===== src/rtl/knn_pkg.sv =====
// Shared types and helpers for the kNN query front-end and its classifier core.
package knn_pkg;

    localparam int DATA_WIDTH_DEF   = 8;
    localparam int NUM_FEATURES_DEF = 2;

    typedef enum logic [2:0] {
        ST_IDLE    = 3'd0,
        ST_ISSUE   = 3'd1,
        ST_WAIT    = 3'd2,
        ST_RECOVER = 3'd3,
        ST_RESP    = 3'd4
    } state_t;

    // Zero selects the default K; anything above the training-set size is clamped to it.
    function automatic logic [7:0] sanitize_k(
        input logic [7:0] k_in,
        input logic [7:0] k_default,
        input logic [7:0] k_max
    );
        logic [7:0] k_out;
        if (k_in == 8'd0) begin
            k_out = k_default;
        end else if (k_in > k_max) begin
            k_out = k_max;
        end else begin
            k_out = k_in;
        end
        return k_out;
    endfunction

endpackage


===== src/rtl/knn_rr_arbiter.sv =====
// Combinational round-robin arbiter: first active request at or above the pointer, with wrap.
module knn_rr_arbiter #(
    parameter int NUM_REQ = 4,
    parameter int ID_W    = 2
) (
    input  logic [NUM_REQ-1:0] i_req,
    input  logic [ID_W-1:0]    i_ptr,
    output logic [NUM_REQ-1:0] o_grant,
    output logic [ID_W-1:0]    o_idx,
    output logic               o_any
);

    logic [2*NUM_REQ-1:0] w_dbl;
    logic [NUM_REQ-1:0]   w_rot;
    logic [ID_W:0]        w_off;
    logic [ID_W:0]        w_sum;

    // Rotate requests so the pointer sits at bit 0, then take the lowest set bit.
    always_comb begin
        w_dbl = {i_req, i_req} >> i_ptr;
        w_rot = w_dbl[NUM_REQ-1:0];
        w_off = {(ID_W+1){1'b0}};
        for (int off = NUM_REQ - 1; off >= 0; off--) begin
            w_off = w_rot[off] ? (ID_W+1)'(off) : w_off;
        end
        w_sum = {1'b0, i_ptr} + w_off;
        w_sum = (w_sum >= (ID_W+1)'(NUM_REQ)) ? (w_sum - (ID_W+1)'(NUM_REQ)) : w_sum;
    end

    assign o_any   = |i_req;
    assign o_idx   = w_sum[ID_W-1:0];
    assign o_grant = o_any ? ({{(NUM_REQ-1){1'b0}}, 1'b1} << w_sum) : {NUM_REQ{1'b0}};

endmodule


===== src/rtl/knn_query_scheduler.sv =====
// Shares one kNN classifier core among several requesters: round-robin accept,
// start pulse, watchdog-guarded wait for done, tagged response on valid/ready.
module knn_query_scheduler
    import knn_pkg::*;
#(
    parameter int NUM_REQ        = 4,
    parameter int DATA_WIDTH     = DATA_WIDTH_DEF,
    parameter int NUM_FEATURES   = NUM_FEATURES_DEF,
    parameter int NUM_TRAINING   = 50,
    parameter int K_DEFAULT      = 3,
    parameter int TIMEOUT_CYCLES = 1000,
    parameter int ID_W           = 2
) (
    input  logic                                      clk,
    input  logic                                      rst_n,
    input  logic [NUM_REQ-1:0]                        req_valid,
    output logic [NUM_REQ-1:0]                        req_ready,
    input  logic [NUM_REQ*DATA_WIDTH*NUM_FEATURES-1:0] req_data,
    input  logic [NUM_REQ*8-1:0]                      req_k,
    output logic                                      rsp_valid,
    input  logic                                      rsp_ready,
    output logic [ID_W-1:0]                           rsp_id,
    output logic                                      rsp_class,
    output logic                                      rsp_err,
    output logic                                      core_start,
    output logic                                      core_rst,
    output logic [DATA_WIDTH*NUM_FEATURES-1:0]        core_test_data,
    output logic [7:0]                                core_k_value,
    input  logic                                      core_done,
    input  logic                                      core_class,
    output logic                                      busy
);

    localparam int QW    = DATA_WIDTH * NUM_FEATURES;
    localparam int CNT_W = $clog2(TIMEOUT_CYCLES + 1);

    state_t            r_state;
    logic [ID_W-1:0]   r_ptr;
    logic [ID_W-1:0]   r_id;
    logic [QW-1:0]     r_data;
    logic [7:0]        r_k;
    logic [CNT_W-1:0]  r_cnt;
    logic              r_rec;
    logic              r_done_prev;
    logic              r_core_start;
    logic              r_rsp_valid;
    logic              r_rsp_class;
    logic              r_rsp_err;

    logic [NUM_REQ-1:0] w_grant;
    logic [ID_W-1:0]    w_idx;
    logic               w_any;
    logic [QW-1:0]      w_sel_data;
    logic [7:0]         w_sel_k;
    logic               w_done_edge;
    logic               w_timeout;
    logic [ID_W-1:0]    w_ptr_next;

    knn_rr_arbiter #(
        .NUM_REQ (NUM_REQ),
        .ID_W    (ID_W)
    ) u_arb (
        .i_req   (req_valid),
        .i_ptr   (r_ptr),
        .o_grant (w_grant),
        .o_idx   (w_idx),
        .o_any   (w_any)
    );

    // One-hot grant makes an OR of masked slices a plain multiplexer.
    always_comb begin
        w_sel_data = {QW{1'b0}};
        w_sel_k    = 8'd0;
        for (int i = 0; i < NUM_REQ; i++) begin
            w_sel_data = w_sel_data | ({QW{w_grant[i]}} & req_data[i*QW +: QW]);
            w_sel_k    = w_sel_k | ({8{w_grant[i]}} & req_k[i*8 +: 8]);
        end
    end

    assign w_done_edge = core_done & ~r_done_prev;
    assign w_timeout   = (r_cnt == CNT_W'(TIMEOUT_CYCLES - 1));
    assign w_ptr_next  = (r_id == ID_W'(NUM_REQ - 1)) ? {ID_W{1'b0}} : (r_id + {{(ID_W-1){1'b0}}, 1'b1});

    assign req_ready      = (rst_n && (r_state == ST_IDLE)) ? w_grant : {NUM_REQ{1'b0}};
    assign busy           = (r_state != ST_IDLE);
    assign core_rst       = ~rst_n | (r_state == ST_RECOVER);
    assign core_start     = r_core_start;
    assign core_test_data = r_data;
    assign core_k_value   = r_k;
    assign rsp_valid      = r_rsp_valid;
    assign rsp_id         = r_id;
    assign rsp_class      = r_rsp_class;
    assign rsp_err        = r_rsp_err;

    // Previous core_done level, so a done left high from the last query is not a completion.
    always_ff @(posedge clk or negedge rst_n) begin
        if (!rst_n) begin
            r_done_prev <= 1'b0;
        end else begin
            r_done_prev <= core_done;
        end
    end

    // Scheduler FSM with latches, watchdog and registered response fields.
    always_ff @(posedge clk or negedge rst_n) begin
        if (!rst_n) begin
            r_state      <= ST_IDLE;
            r_ptr        <= {ID_W{1'b0}};
            r_id         <= {ID_W{1'b0}};
            r_data       <= {QW{1'b0}};
            r_k          <= 8'd0;
            r_cnt        <= {CNT_W{1'b0}};
            r_rec        <= 1'b0;
            r_core_start <= 1'b0;
            r_rsp_valid  <= 1'b0;
            r_rsp_class  <= 1'b0;
            r_rsp_err    <= 1'b0;
        end else begin
            case (r_state)
                ST_IDLE: begin
                    if (w_any) begin
                        r_id         <= w_idx;
                        r_data       <= w_sel_data;
                        r_k          <= sanitize_k(w_sel_k, 8'(K_DEFAULT), 8'(NUM_TRAINING));
                        r_core_start <= 1'b1;
                        r_rsp_class  <= 1'b0;
                        r_rsp_err    <= 1'b0;
                        r_state      <= ST_ISSUE;
                    end else begin
                        r_core_start <= 1'b0;
                    end
                end
                ST_ISSUE: begin
                    r_core_start <= 1'b0;
                    r_cnt        <= {CNT_W{1'b0}};
                    r_state      <= ST_WAIT;
                end
                ST_WAIT: begin
                    // Completion takes priority over an expiring watchdog in the same cycle.
                    if (w_done_edge) begin
                        r_rsp_class <= core_class;
                        r_rsp_err   <= 1'b0;
                        r_rsp_valid <= 1'b1;
                        r_state     <= ST_RESP;
                    end else if (w_timeout) begin
                        r_rsp_class <= 1'b0;
                        r_rsp_err   <= 1'b1;
                        r_rec       <= 1'b0;
                        r_state     <= ST_RECOVER;
                    end else begin
                        r_cnt <= r_cnt + {{(CNT_W-1){1'b0}}, 1'b1};
                    end
                end
                ST_RECOVER: begin
                    if (r_rec) begin
                        r_rsp_valid <= 1'b1;
                        r_state     <= ST_RESP;
                    end else begin
                        r_rec <= 1'b1;
                    end
                end
                ST_RESP: begin
                    if (rsp_ready) begin
                        r_rsp_valid <= 1'b0;
                        r_ptr       <= w_ptr_next;
                        r_state     <= ST_IDLE;
                    end else begin
                        r_rsp_valid <= 1'b1;
                    end
                end
                default: begin
                    r_core_start <= 1'b0;
                    r_rsp_valid  <= 1'b0;
                    r_state      <= ST_IDLE;
                end
            endcase
        end
    end

endmodule


===== config.mk =====
export PLATFORM = sky130hd
export DESIGN_NAME = knn_query_scheduler
export DESIGN_NICKNAME = d
export VERILOG_FILES = /design/src/rtl/knn_pkg.sv /design/src/rtl/knn_rr_arbiter.sv /design/src/rtl/knn_query_scheduler.sv
export SDC_FILE = /design/constraint.sdc
export NUM_CORES = 1
export LEC_CHECK = 0
export BUFFER_PORTS_ARGS = -buffer_cell sky130_fd_sc_hd__buf_2
export CORE_UTILIZATION = 45
export DETAILED_ROUTE_END_ITERATION = 10
export GPL_ROUTABILITY_DRIVEN = 0
export PLACE_DENSITY = 0.76
export SETUP_SLACK_MARGIN = 0.4
export SLEW_MARGIN = 25
export SYNTH_ARGS = -nofsm -noshare
export SYNTH_HDL_FRONTEND = slang
export SYNTH_SLANG_ARGS = --single-unit

===== constraint.sdc =====
create_clock -name clk -period 7 [get_ports clk]
set_clock_uncertainty 0.05 [all_clocks]
set_input_delay 1.4 -clock clk [delete_from_list [all_inputs] [get_ports clk]]
set_output_delay 1.4 -clock clk [all_outputs]
set_load 0.05 [all_outputs]

After elaboration in Yosys (flattened, before gate mapping) --
Cells that the tools add are included.
Storage, ports and cells: register bits 47
Operators by class: add/subtract/negate cells 4, $lt $le $gt $ge 2, equal/unequal tests 14, shift-type cells 2, multiplexer cells 34, bitwise gates (word level) 19, reductions and logical operators 17
Operator list (number):
- 16-bit AND | 4
- 16-bit OR | 3
- 8-bit AND | 4
- 3-bit two-way mux | 9
- 8-bit OR | 3
- 10-bit two-way mux | 2
- 10-bit case mux with 2 select lines | 1
- 8-bit two-way mux | 2
- 3-bit case mux with 5 select lines | 1
- 2-bit inequality test, second input constant | 6
- 3-bit AND reduction | 4
- 10-bit by 1-bit adder with 10-bit output, second input constant | 1
- 10-bit == test, second input constant | 1
- 1-bit two-way mux | 10
- 8-bit by 6-bit > comparator with 1-bit output, second input constant | 1
- 8-bit logical NOT | 1
- 4-bit two-way mux | 2
- 1-bit case mux with 2 select lines | 4
- 8-bit by 2-bit right shift with 4-bit output | 1
- 3-bit by 2-bit == test with 1-bit output, second input constant | 2
- 2-bit nonzero test | 3
- 2-bit two-way mux | 2
- 1-bit case mux with 4 select lines | 1
- 2-bit AND reduction | 2
- 20 further kinds | 22

Logic depth before layout (Yosys ltp) --
Gate-level depths: netlist of run 1.
word-level depth 17, gate-level depth with buffers 16, gate-level depth less buffers 14

Modules after synthesis --
From an unflattened synthesis of run 1, not the netlist that was laid out.
Unflattened totals: cell total of the unflattened synthesis 323, area total of the unflattened synthesis 2864.0 sq um
Modules (own cells, without submodules):
- knn_query_scheduler | instances 1, cells an instance 276, area each 2549.9 sq um
- knn_rr_arbiter | instances 1, cells an instance 47, area each 314.1 sq um

Least setup slack after synthesis of run 1 --
Ideal clock, no wire load.
path kind input to output, start point in req_valid[2], end point out req_ready[3], arrival 4335 ps, data required time 5550 ps, slack 1215 ps, stages on the path 10, path buffers 2, cells stage by stage buf_6 nor2b_1 a21oi_1 o22a_1 o21ai_0 ha_1 xor2_1 xnor2_2 clkbuf_8 nor4_1
Between the ends: word-level cells in the longest chain between the ends 11
RTL lines:
- start, declared | RTL line knn_query_scheduler.sv:16 | input logic [NUM_REQ-1:0] req_valid,
- 8-bit by 2-bit right shift with 4-bit output | RTL line knn_rr_arbiter.sv:20 | w_dbl = {i_req, i_req} >> i_ptr;
- 2-bit two-way mux | RTL line knn_rr_arbiter.sv:24 | w_off = w_rot[off] ? (ID_W+1)'(off) : w_off;
- 3-bit two-way mux (3 in a row) | RTL line knn_rr_arbiter.sv:24
- 2-bit by 3-bit adder with 3-bit output | RTL line knn_rr_arbiter.sv:26 | w_sum = {1'b0, i_ptr} + w_off;
- 3-bit subtractor / 3-bit greater-or-equal comparator (equally long branches) | RTL line knn_rr_arbiter.sv:27 | w_sum = (w_sum >= (ID_W+1)'(NUM_REQ)) ? (w_sum - (ID_W+1)'(NUM_REQ)) : w_sum;
- 3-bit two-way mux | RTL line knn_rr_arbiter.sv:27
- 1-bit by 3-bit << shifter with 4-bit output | RTL line knn_rr_arbiter.sv:32 | assign o_grant = o_any ? ({{(NUM_REQ-1){1'b0}}, 1'b1} << w_sum) : {NUM_REQ{1'b0}};
- 4-bit two-way mux (*) | RTL line knn_rr_arbiter.sv:32
- 4-bit two-way mux (*) | RTL line knn_query_scheduler.sv:84 | assign req_ready = (rst_n && (r_state == ST_IDLE)) ? w_grant : {NUM_REQ{1'b0}};
- end, declared | RTL line knn_query_scheduler.sv:17 | output logic [NUM_REQ-1:0] req_ready,
Mark *: on every way between the ends. The rest lies on a longest branch, timed or not.

Final worst setup path of run 1 --
start point in req_valid[3], end point out req_ready[0]
Same word-level chain as after synthesis.

==> results of run 1 <==
power by group:
group | internal, mW | total [mW] | switching (mW) | leakage, nW
Combinational | 0.440 | 1.30 | 0.865 | 1.33
Clock | 0.106 | 0.194 | 0.0875 | 0.0581
Sequential | 0.366 | 0.455 | 0.0892 | 0.601
Total | 0.912 | 1.95 | 1.04 | 1.99
kinds of logic (layout without fill, tap and decap cells):
| group | count (synthesis) | after routing | synth area share (%) |
|---|---|---|---|
| multiplexers | 9 | 9 | 3.407 |
| AO/OA/AOI/OAI | 108 | 108 | 24.80 |
| AND/OR/NAND/NOR | 148 | 148 | 23.60 |
| buffers and inverters | 29 | 159 | 5.542 |
| XOR/XNOR | 9 | 9 | 2.833 |
| adder cells (fa/ha/maj) | 3 | 3 | 1.232 |
| flip-flops | 47 | 47 | 38.59 |
sequential cells by signal, summed over array words and instances (netlist names):
| name | flops |
|---|---|
| rsp_valid | 1 |
| core_k_value | 8 |
| r_state | 3 |
| rsp_id | 2 |
| r_cnt | 10 |
| r_done_prev | 1 |
| rsp_err | 1 |
| core_start | 1 |
| r_rec | 1 |
| core_test_data | 16 |
| r_ptr | 2 |
| rsp_class | 1 |
layout make-up:
type	count	area (sq um)	area share (%)
clock buffers	5	68.82	1.776
clock inverters	3	43.79	1.130
inverters	8	30.03	0.7752
multi-input cells	277	1735	44.80
flip-flops and latches	47	1176	30.36
well taps	77	96.34	2.487
repair buffers	143	723.2	18.67
worst max-delay path, cell delays in order:
cell and delay (ns):
buf_2 0.17, nand2_1 0.12, and2_1 0.18, o21ai_0 0.18, nand2_1 0.07, nand2_1 0.06, o21ai_0 0.09, ha_1 0.21
xor2_1 0.29, xor2_1 0.83, nor4_1 0.12, buf_2 0.26
final timing paths:
kind,start,end,cells past startpoint
worst max-delay path,req_valid[3],req_ready[0],12
worst min-delay path,core_test_data[15],core_test_data[15],1
worst max register to register,r_ptr[1],core_k_value[0],14
worst min register to register,core_test_data[15],core_test_data[15],1
max in group asynchronous,rst_n,core_k_value[0],2
min in group asynchronous,rst_n,r_state[1],2
metal layers:
metal	track usage (%)	vias to the layer above	wire length [um]
met3	5.113	11	457
met2	43.14	116	4167
met1	28.19	1481	3360
li1	-	1540	-
met5	0	-	0
met4	5.799	0	106
synth_stat cells (all sizes together), types with 4 or more instances:
library cell / count / area share, %
a21o: 17 / 4.2
a21oi: 10 / 1.6
a22oi: 22 / 5.4
a31oi: 18 / 3.7
and3: 5 / 1.0
buf: 7 / 2.2
clkbuf: 14 / 2.4
dfrtp: 47 / 39
inv: 8 / 0.99
mux2: 8 / 3.1
nand2: 72 / 8.9
nand3: 6 / 0.99
nand4: 5 / 1.0
nor2: 24 / 3.0
nor2b: 5 / 1.0
nor3: 5 / 1.3
nor4: 4 / 0.82
o21ai: 21 / 3.4
xor2: 7 / 2.0
==> key figures, run 1 <==
Synth
  – Seq/Total Area, Yosys: around two fifths
  – Number of synthesized flops with an enable pin: 0
  – Post-synthesis cell count: 353
  – Yosys warning count: 0
  – Main synth FF type: dfrtp_1
  – FFs w/ async S/R, synth: 100.0%
  – Yosys cell types: 59
  – Mapped Area: 3048 sq um
  – Syn nets: 461
  – Syn_area_per_cell: between 8 and 9 sq um
  – Seq cells post-synth: 47

Finish
  – Commonest non-fill, non-tap cell in the layout: buf_2
  – Most frequent cells in the layout: buf_2 (140), nand2_1 (72), dfrtp_1 (47)
  – Share of cells above drive strength 1: approximately 36%
  – Post-Layout Cell Count: 560
  – Final Core Density: between 50% and 60%
  – Area Overhead vs Synth: 27.09%
  – Post-route cell area: around 3900 sq um
  – Number of fill cells in the layout: 594
  – Final net count: 590
  – N_diodes: 0

STA
  – Post-layout min period: 5.431 ns
  – Period Utilization, post-route: 77.58%
  – RSZ-0062 raised after global routing: no
  – Worst-margin pin slew: ~1 ns
  – Max-slew headroom at the worst pin: 32.53%
  – Fin. Hold Viols: 0
  – Slew Viols, Final: 0
  – Worst hold slack: ~0.43 ns
  – Final setup violation count: 0
  – Final setup TNS: 0 ns
  – Final worst setup slack: 1.569 ns
  – Max Clock Freq: 0.1841 GHz

CTS
  – CTS tree: yes
  – CTS Hold Bufs: 0
  – Setup bufs post-CTS: 0
  – TritonCTS buffer count: 5
  – H-tree depth: 2
  – Later-pin clock latency in the skew report: 0.29 ns
  – Clock-pin slew on the worst setup and hold paths: 0.08 ns
  – Post-CTS resize count: 0
  – Sinks on Clock Net: 47
  – Longest Clk Path Bufs: 2
  – Clock Tree Root: clkbuf_8

Placed design
  – Detailed Place HPWL: around 6100 um
  – DP Worst Slack: 1.735 ns
  – I/O Buffers: between 100 and 150
  – Placed cell count: 552
  – Post-DP Area: 3735 sq um

Global route
  – First-pass GRT wire length: 13600 um
  – All-Layer GR Usage: 23.60%
  – GRT overflow: 0
  – Initial antenna violation count: 0
  – Largest net degree at the start of global routing: 50
  – Vias in the first global route: 3011

Die
  – IO Count: about 140
  – Row Count: 29
  – Chip Height: 84.30 um
  – DIE WIDTH: between 80 and 90 um
  – Die area: 7106 sq um
  – Initial core utilization: 47.19%
  – Std-Cell Core Area: about 6500 sq um

Setup path
  – Crit Path Class: in2out
  – Element type at the critical path start: input pin
  – Crit Path Max Fanout: 11
  – Worst EP required: about 5.6 ns
  – Setup crit end kind: output port
  – Critical Path AT: 3.98 ns
  – Reg2Reg Setup Slack: 2.97 ns

Drt
  – Via count: 3148
  – Drt drc: 6
  – DR vias/cell: 5.621
  – Initial drt markers: 151
  – Total wire length: 8090 um
  – Pre-antenna DRT Iters: 7
  – Final ANT Viol Nets: 0
  – DR WL/cell: 14.45 um

Worst hold path
  – HP Class: reg2reg

Power
  – Pwr dens: 504.3 nW/um^2
  – Worst vdd ir: between 0.2 and 0.25 mV
  – Static leakage: roughly 2.0 nW
  – Total Power: around 2.0 mW

Outcome
  – Failing checks: DRC
  – Status: finished, violations left

Job
  – Max Cap Viol: 0
(Power assumes the default switching activity.)
==> run 2: changes to the inputs <==
clock period = 5 ns   (was 7 ns; I/O delays follow)
==> run 2 against run 1 <==
Effect of this change:
- the run still ends with DRC left
- clock power rose by 20%
- via count rose by 0.38%
- largest cell class unchanged
- critical endpoint is now req_ready[3]
- critical path depth did not move
==> key figures, run 2 (synthesis gave the netlist of run 1 again) <==
Drt
  – Final ANT Viol Nets: 0
  – Pre-antenna DRT Iters: 8
  – Initial drt markers: 191
  – Total wire length: ~8300 um
  – Via count: 3160
  – DR vias/cell: 5.653
  – Drt drc: 4
  – DR WL/cell: ~15 um

Finish
  – Number of fill cells in the layout: just under 600
  – Share of cells above drive strength 1: 36.72%
  – Most frequent cells in the layout: buf_2 (140), nand2_1 (72), dfrtp_1 (47)
  – N_diodes: 0
  – Commonest non-fill, non-tap cell in the layout: buf_2
  – Area Overhead vs Synth: 27.75%
  – Max reg flops: 16
  – Final net count: 590

CTS
  – Sinks on Clock Net: 47
  – H-tree depth: 2
  – Clock-pin slew on the worst setup and hold paths: 0.09 ns
  – Setup bufs post-CTS: 0
  – Clock Tree Root: clkbuf_8
  – CTS Hold Bufs: 0
  – Later-pin clock latency in the skew report: 0.30 ns
  – TritonCTS buffer count: 5
  – CTS tree: yes
  – Post-CTS resize count: 0
  – Longest Clk Path Bufs: 2

Global route
  – Largest net degree at the start of global routing: 50
  – GRT overflow: 0
  – Initial antenna violation count: 0
  – Routing usage on met1: 29.65%
  – Met2 usage: 43.29%
  – Most Used Layer, Global Route: met2
  – Met3 Usage GRT: 5.801%
  – First-pass GRT wire length: 14130 um
  – Vias in the first global route: between 3000 and 4000
  – All-Layer GR Usage: between 20% and 30%

Worst hold path
  – Hold depth: 1
  – HP Class: reg2reg
  – Min-Delay Endpoint: core_test_data[13]
  – Min-delay src: core_test_data[13]

Die
  – DIE WIDTH: about 84 um
  – Die area: 7106 sq um
  – IO Count: 141
  – Std-Cell Core Area: 6459 sq um
  – Chip Height: around 84 um
  – Initial core utilization: 47.19%
  – Row Count: 29

Outcome
  – Status: finished, violations left
  – Failing checks: DRC

Power
  – Sequential Power Share: 23.5%
  – Internal power: 1.249 mW
  – Gate power share: 68.0%
  – Static leakage: 1.979 nW
  – Sw frac: a little over half
  – Sw Pwr: 1.479 mW
  – Pwr dens: between 700 and 800 nW/um^2
  – Clock share of power: 8.5%
  – Worst vdd ir: 0.4200 mV

STA
  – Worst-margin pin slew: 0.7963 ns
  – RSZ-0062 raised after global routing: no
  – Max Clock Freq: 0.2283 GHz
  – Final setup violation count: 0
  – Final setup TNS: 0 ns
  – Period Utilization, post-route: 87.61%
  – Post-layout min period: 4.380 ns
  – Max-slew headroom at the worst pin: between 40% and 50%
  – Final worst setup slack: 0.6196 ns
  – Slew Viols, Final: 0
  – Fin. Hold Viols: 0

Setup path
  – Worst EP required: 3.95 ns
  – Worst reg2reg path endpoint: core_k_value[1]
  – Reg2Reg Setup Slack: approximately 1.2 ns
  – Crit Path Class: in2out
  – Cells on worst reg2reg path: 14
  – Setup crit end kind: output port
  – Reg-to-reg startpoint: r_ptr[1]
  – Element type at the critical path start: input pin
  – Crit Path Max Fanout: 14
  – Critical Path AT: 3.33 ns

Placed design
  – DP Worst Slack: 0.5128 ns
  – I/O Buffers: 140
  – Detailed Place HPWL: just over 6000 um

Job
  – Max Cap Viol: 0
[run 2: changes by cell type in the layout (fill, tap and decap cells not counted), sizes merged]
cell	delta
clkinv	-1
clkbuf	+1
bufinv	-1
[run 2: power by group through the flow]
stage	Sequential [mW]	Combinational (mW)	Clock, mW
after floorplan	0.911	1.20	0
after global placement	0.637	1.76	0
after detailed placement	0.642	1.81	0
after CTS	0.637	1.81	0.236
after global routing	0.661	2.03	0.259
final	0.641	1.85	0.233
[run 2: worst max path at each step]
stage                       from               to  slack (ns)  cells past startpoint
floorplan           req_valid[2]     req_ready[1]        0.48                     10
finish              req_valid[3]     req_ready[3]        0.62                     12
global route        req_valid[3]     req_ready[3]        0.40                     12
detailed placement  req_valid[3]  core_k_value[0]        0.51                     15
global placement    req_valid[3]     req_ready[0]        0.61                     12
CTS                 req_valid[3]     req_ready[0]        0.49                     12
[run 2: cell type report]
cell class,instances,area [sq um],area share (%)
Clock buffer,6,82.58,2.121
Inverter,8,30.03,0.7712
Multi-Input combinational cell,277,1780,45.73
Tap cell,77,96.34,2.474
Sequential cell,47,1176,30.21
Timing Repair Buffer,143,723.2,18.57
Clock inverter,1,5.005,0.1285
[run 2: per-layer routing]
| metal | vias to the layer above | routed length, um | part of all wire, % |
|---|---|---|---|
| met5 | - | 0 | 0 |
| met4 | 0 | 170 | 2.0 |
| met3 | 18 | 518 | 6.2 |
| met2 | 118 | 4166 | 50 |
| met1 | 1490 | 3440 | 41 |
| li1 | 1534 | - | - |
[run 2: metrics by stage]
| step | util (%) | hold slack [ns] | power (mW) | cell area [sq um] | std cells |
|---|---|---|---|---|---|
| after floorplan | - | 0.4170 | 2.115 | 3067 | 353 |
| after global placement | 58.12 | 0.4059 | 2.400 | 3754 | 552 |
| after detailed placement | 58.12 | 0.4102 | 2.449 | 3754 | 552 |
| after CTS | 59.47 | 0.4299 | 2.681 | 3841 | 559 |
| after global routing | 60.29 | 0.4514 | 2.946 | 3894 | 559 |
| final | 60.29 | 0.4317 | 2.728 | 3894 | 559 |
[run 2: critical path: stages]
cell and delay [ns]:
buf_2 0.17, nand2_1 0.11, and2_1 0.18, o21ai_0 0.20, nand2_1 0.07, nand2_1 0.06
o21ai_0 0.08, ha_1 0.22, xor2_2 0.31, xnor2_2 0.30, nor4_2 0.30, buf_2 0.30
==> run 3: changes to the inputs <==
RECOVER_POWER = 25   (was default)
==> run 3 against run 2 <==
Effect of this change:
- the flow still finishes with violations (DRC)
- register-to-register slack hardly changed
- critical path type unchanged
- global-route usage stayed put
- count of clock-buffer cells in the layout stayed put
- critical path depth stayed put
- combinational power hardly changed
- critical endpoint unchanged
- clock power hardly changed
- wire length hardly changed
- cell area hardly changed
- worst hold slack stayed put
- die area stayed put
- worst setup slack stayed put
- largest cell class unchanged
- non-clock buffer count stayed put
==> key figures, run 3 (synthesis gave the netlist of run 1 again) <==
Die
  – Chip Height: 84.30 um
  – Row Count: 29
  – Initial core utilization: 47.19%
  – IO Count: 141
  – DIE WIDTH: 84.30 um
  – Die area: 7106 sq um
  – Std-Cell Core Area: 6459 sq um

Drt
  – Via count: 3159
  – DR WL/cell: about 15 um
  – Initial drt markers: 191
  – Total wire length: 8292 um
  – DR vias/cell: 5.651
  – Final ANT Viol Nets: 0
  – Pre-antenna DRT Iters: 8
  – Drt drc: 4

Placed design
  – Detailed Place HPWL: a little over 6000 um
  – Placed cell count: 552
  – DP Worst Slack: between 0.5 and 0.6 ns
  – I/O Buffers: 140

CTS
  – H-tree depth: 2
  – Setup bufs post-CTS: 0
  – Clock Tree Root: clkbuf_8
  – TritonCTS buffer count: 5
  – Longest Clk Path Bufs: 2
  – CTS tree: yes
  – Sinks on Clock Net: 47
  – Later-pin clock latency in the skew report: 0.30 ns
  – Clock-pin slew on the worst setup and hold paths: 0.09 ns

Power
  – Total Power: 2.728 mW
  – Static leakage: roughly 2.0 nW
  – Worst vdd ir: 0.4200 mV
  – Pwr dens: around 700 nW/um^2

Setup path
  – Critical Path AT: 3.33 ns
  – Worst EP required: 3.95 ns
  – Crit-path slowest cell: xor2_2
  – Max incr delay on CP: 0.31 ns
  – Worst-path cell chain: buf_2 > nand2_1 > and2_1 > o21ai_0 > nand2_1 > nand2_1 > o21ai_0 > ha_1 > xor2_2 > xnor2_2 > nor4_2 > buf_2
  – Crit Path Max Fanout: 14
  – Crit Path Class: in2out
  – Buf/Inv on CP: 2
  – CP delay by family, top: simple AND/OR/NAND/NOR gates
  – CP dominant cell by count: nand2_1
  – Setup crit end kind: output port
  – Element type at the critical path start: input pin

Global route
  – GRT overflow: 0
  – Largest net degree at the start of global routing: 50
  – Initial antenna violation count: 0
  – First-pass GRT wire length: 14130 um
  – Vias in the first global route: 3071
  – All-Layer GR Usage: 24.66%

Finish
  – Post-Layout Cell Count: 559
  – Max reg flops: 16
  – Most frequent cells in the layout: buf_2 (138), nand2_1 (72), dfrtp_1 (47)
  – FF+latch area: 1176 sq um
  – Area of the multi-input gates: roughly 1800 sq um
  – Final net count: 590
  – Number of fill cells in the layout: 578
  – Share of cells above drive strength 1: 36.31%
  – Area Overhead vs Synth: 27.67%
  – Commonest non-fill, non-tap cell in the layout: buf_2
  – N_diodes: 0

STA
  – Fin. Hold Viols: 0
  – Post-layout min period: 4.380 ns
  – Final setup TNS: 0 ns
  – RSZ-0062 raised after global routing: no
  – Max-slew headroom at the worst pin: approximately 47%
  – Max Clock Freq: roughly 0.23 GHz
  – Final setup violation count: 0
  – Worst hold slack: 0.4317 ns
  – Slew Viols, Final: 0
  – Period Utilization, post-route: 87.61%
  – Final worst setup slack: 0.6196 ns
  – Worst-margin pin slew: 0.7963 ns

Outcome
  – Status: finished, violations left
  – Failing checks: DRC

Worst hold path
  – HP Class: reg2reg

Job
  – Max Cap Viol: 0
[run 3: cell type report]
cell class	count	area share [%]
Multi-Input combinational cell	277	45.76
Inverter	8	0.7717
Tap cell	77	2.476
Timing Repair Buffer	143	18.52
Clock buffer	6	2.122
Clock inverter	1	0.1286
Sequential cell	47	30.23
[run 3: metrics by stage]
step / cell area (sq um) / util, %
floorplan: 3067 / -
global placement: 3754 / 58.12
detailed placement: 3754 / 58.12
CTS: 3841 / 59.47
global route: 3891 / 60.25
finish: 3891 / 60.25
[run 3: worst paths after layout]
path	startpoint	cells after the start	endpoint	slack, ns
worst max register to register	r_ptr[1]	14	core_k_value[1]	1.18
min in group asynchronous	rst_n	2	core_start	0.81
max in group asynchronous	rst_n	2	core_test_data[1]	3.68
worst min-delay path	core_test_data[13]	1	core_test_data[13]	0.43
worst min register to register	core_test_data[13]	1	core_test_data[13]	0.43
worst max-delay path	req_valid[3]	12	req_ready[3]	0.62
[run 3: per-layer routing]
metal	global-route usage [%]	part of all wire, %	vias up
li1	-	-	1534
met1	29.65	41	1489
met2	43.29	50	118
met3	5.801	6.3	18
met4	8.621	2.1	0
met5	0	0	-
[run 3: worst reg2reg max path: stages (launching register included)]
cell and delay, ns:
dfrtp_1 0.57, nand2_1 0.15, and2_1 0.18, o21ai_0 0.20, nand2_1 0.08, nand2_1 0.06, o21ai_0 0.08, ha_1 0.22
xor2_2 0.20, xnor2_2 0.66, mux2_2 0.43, a31oi_1 0.26, or2b_1 0.27, a41oi_1 0.23, a21o_1 0.11
[run 3: power by group]
group / total, mW / switching, mW / internal [mW]
logic: 1.85 / 1.23 / 0.628
registers: 0.641 / 0.129 / 0.512
clock network: 0.233 / 0.124 / 0.109
[run 3: timing repair]
item	4_1_cts	5_1_grt
setup endpoints to repair	0	4
hold buffers	0	0
resized for setup	0	2
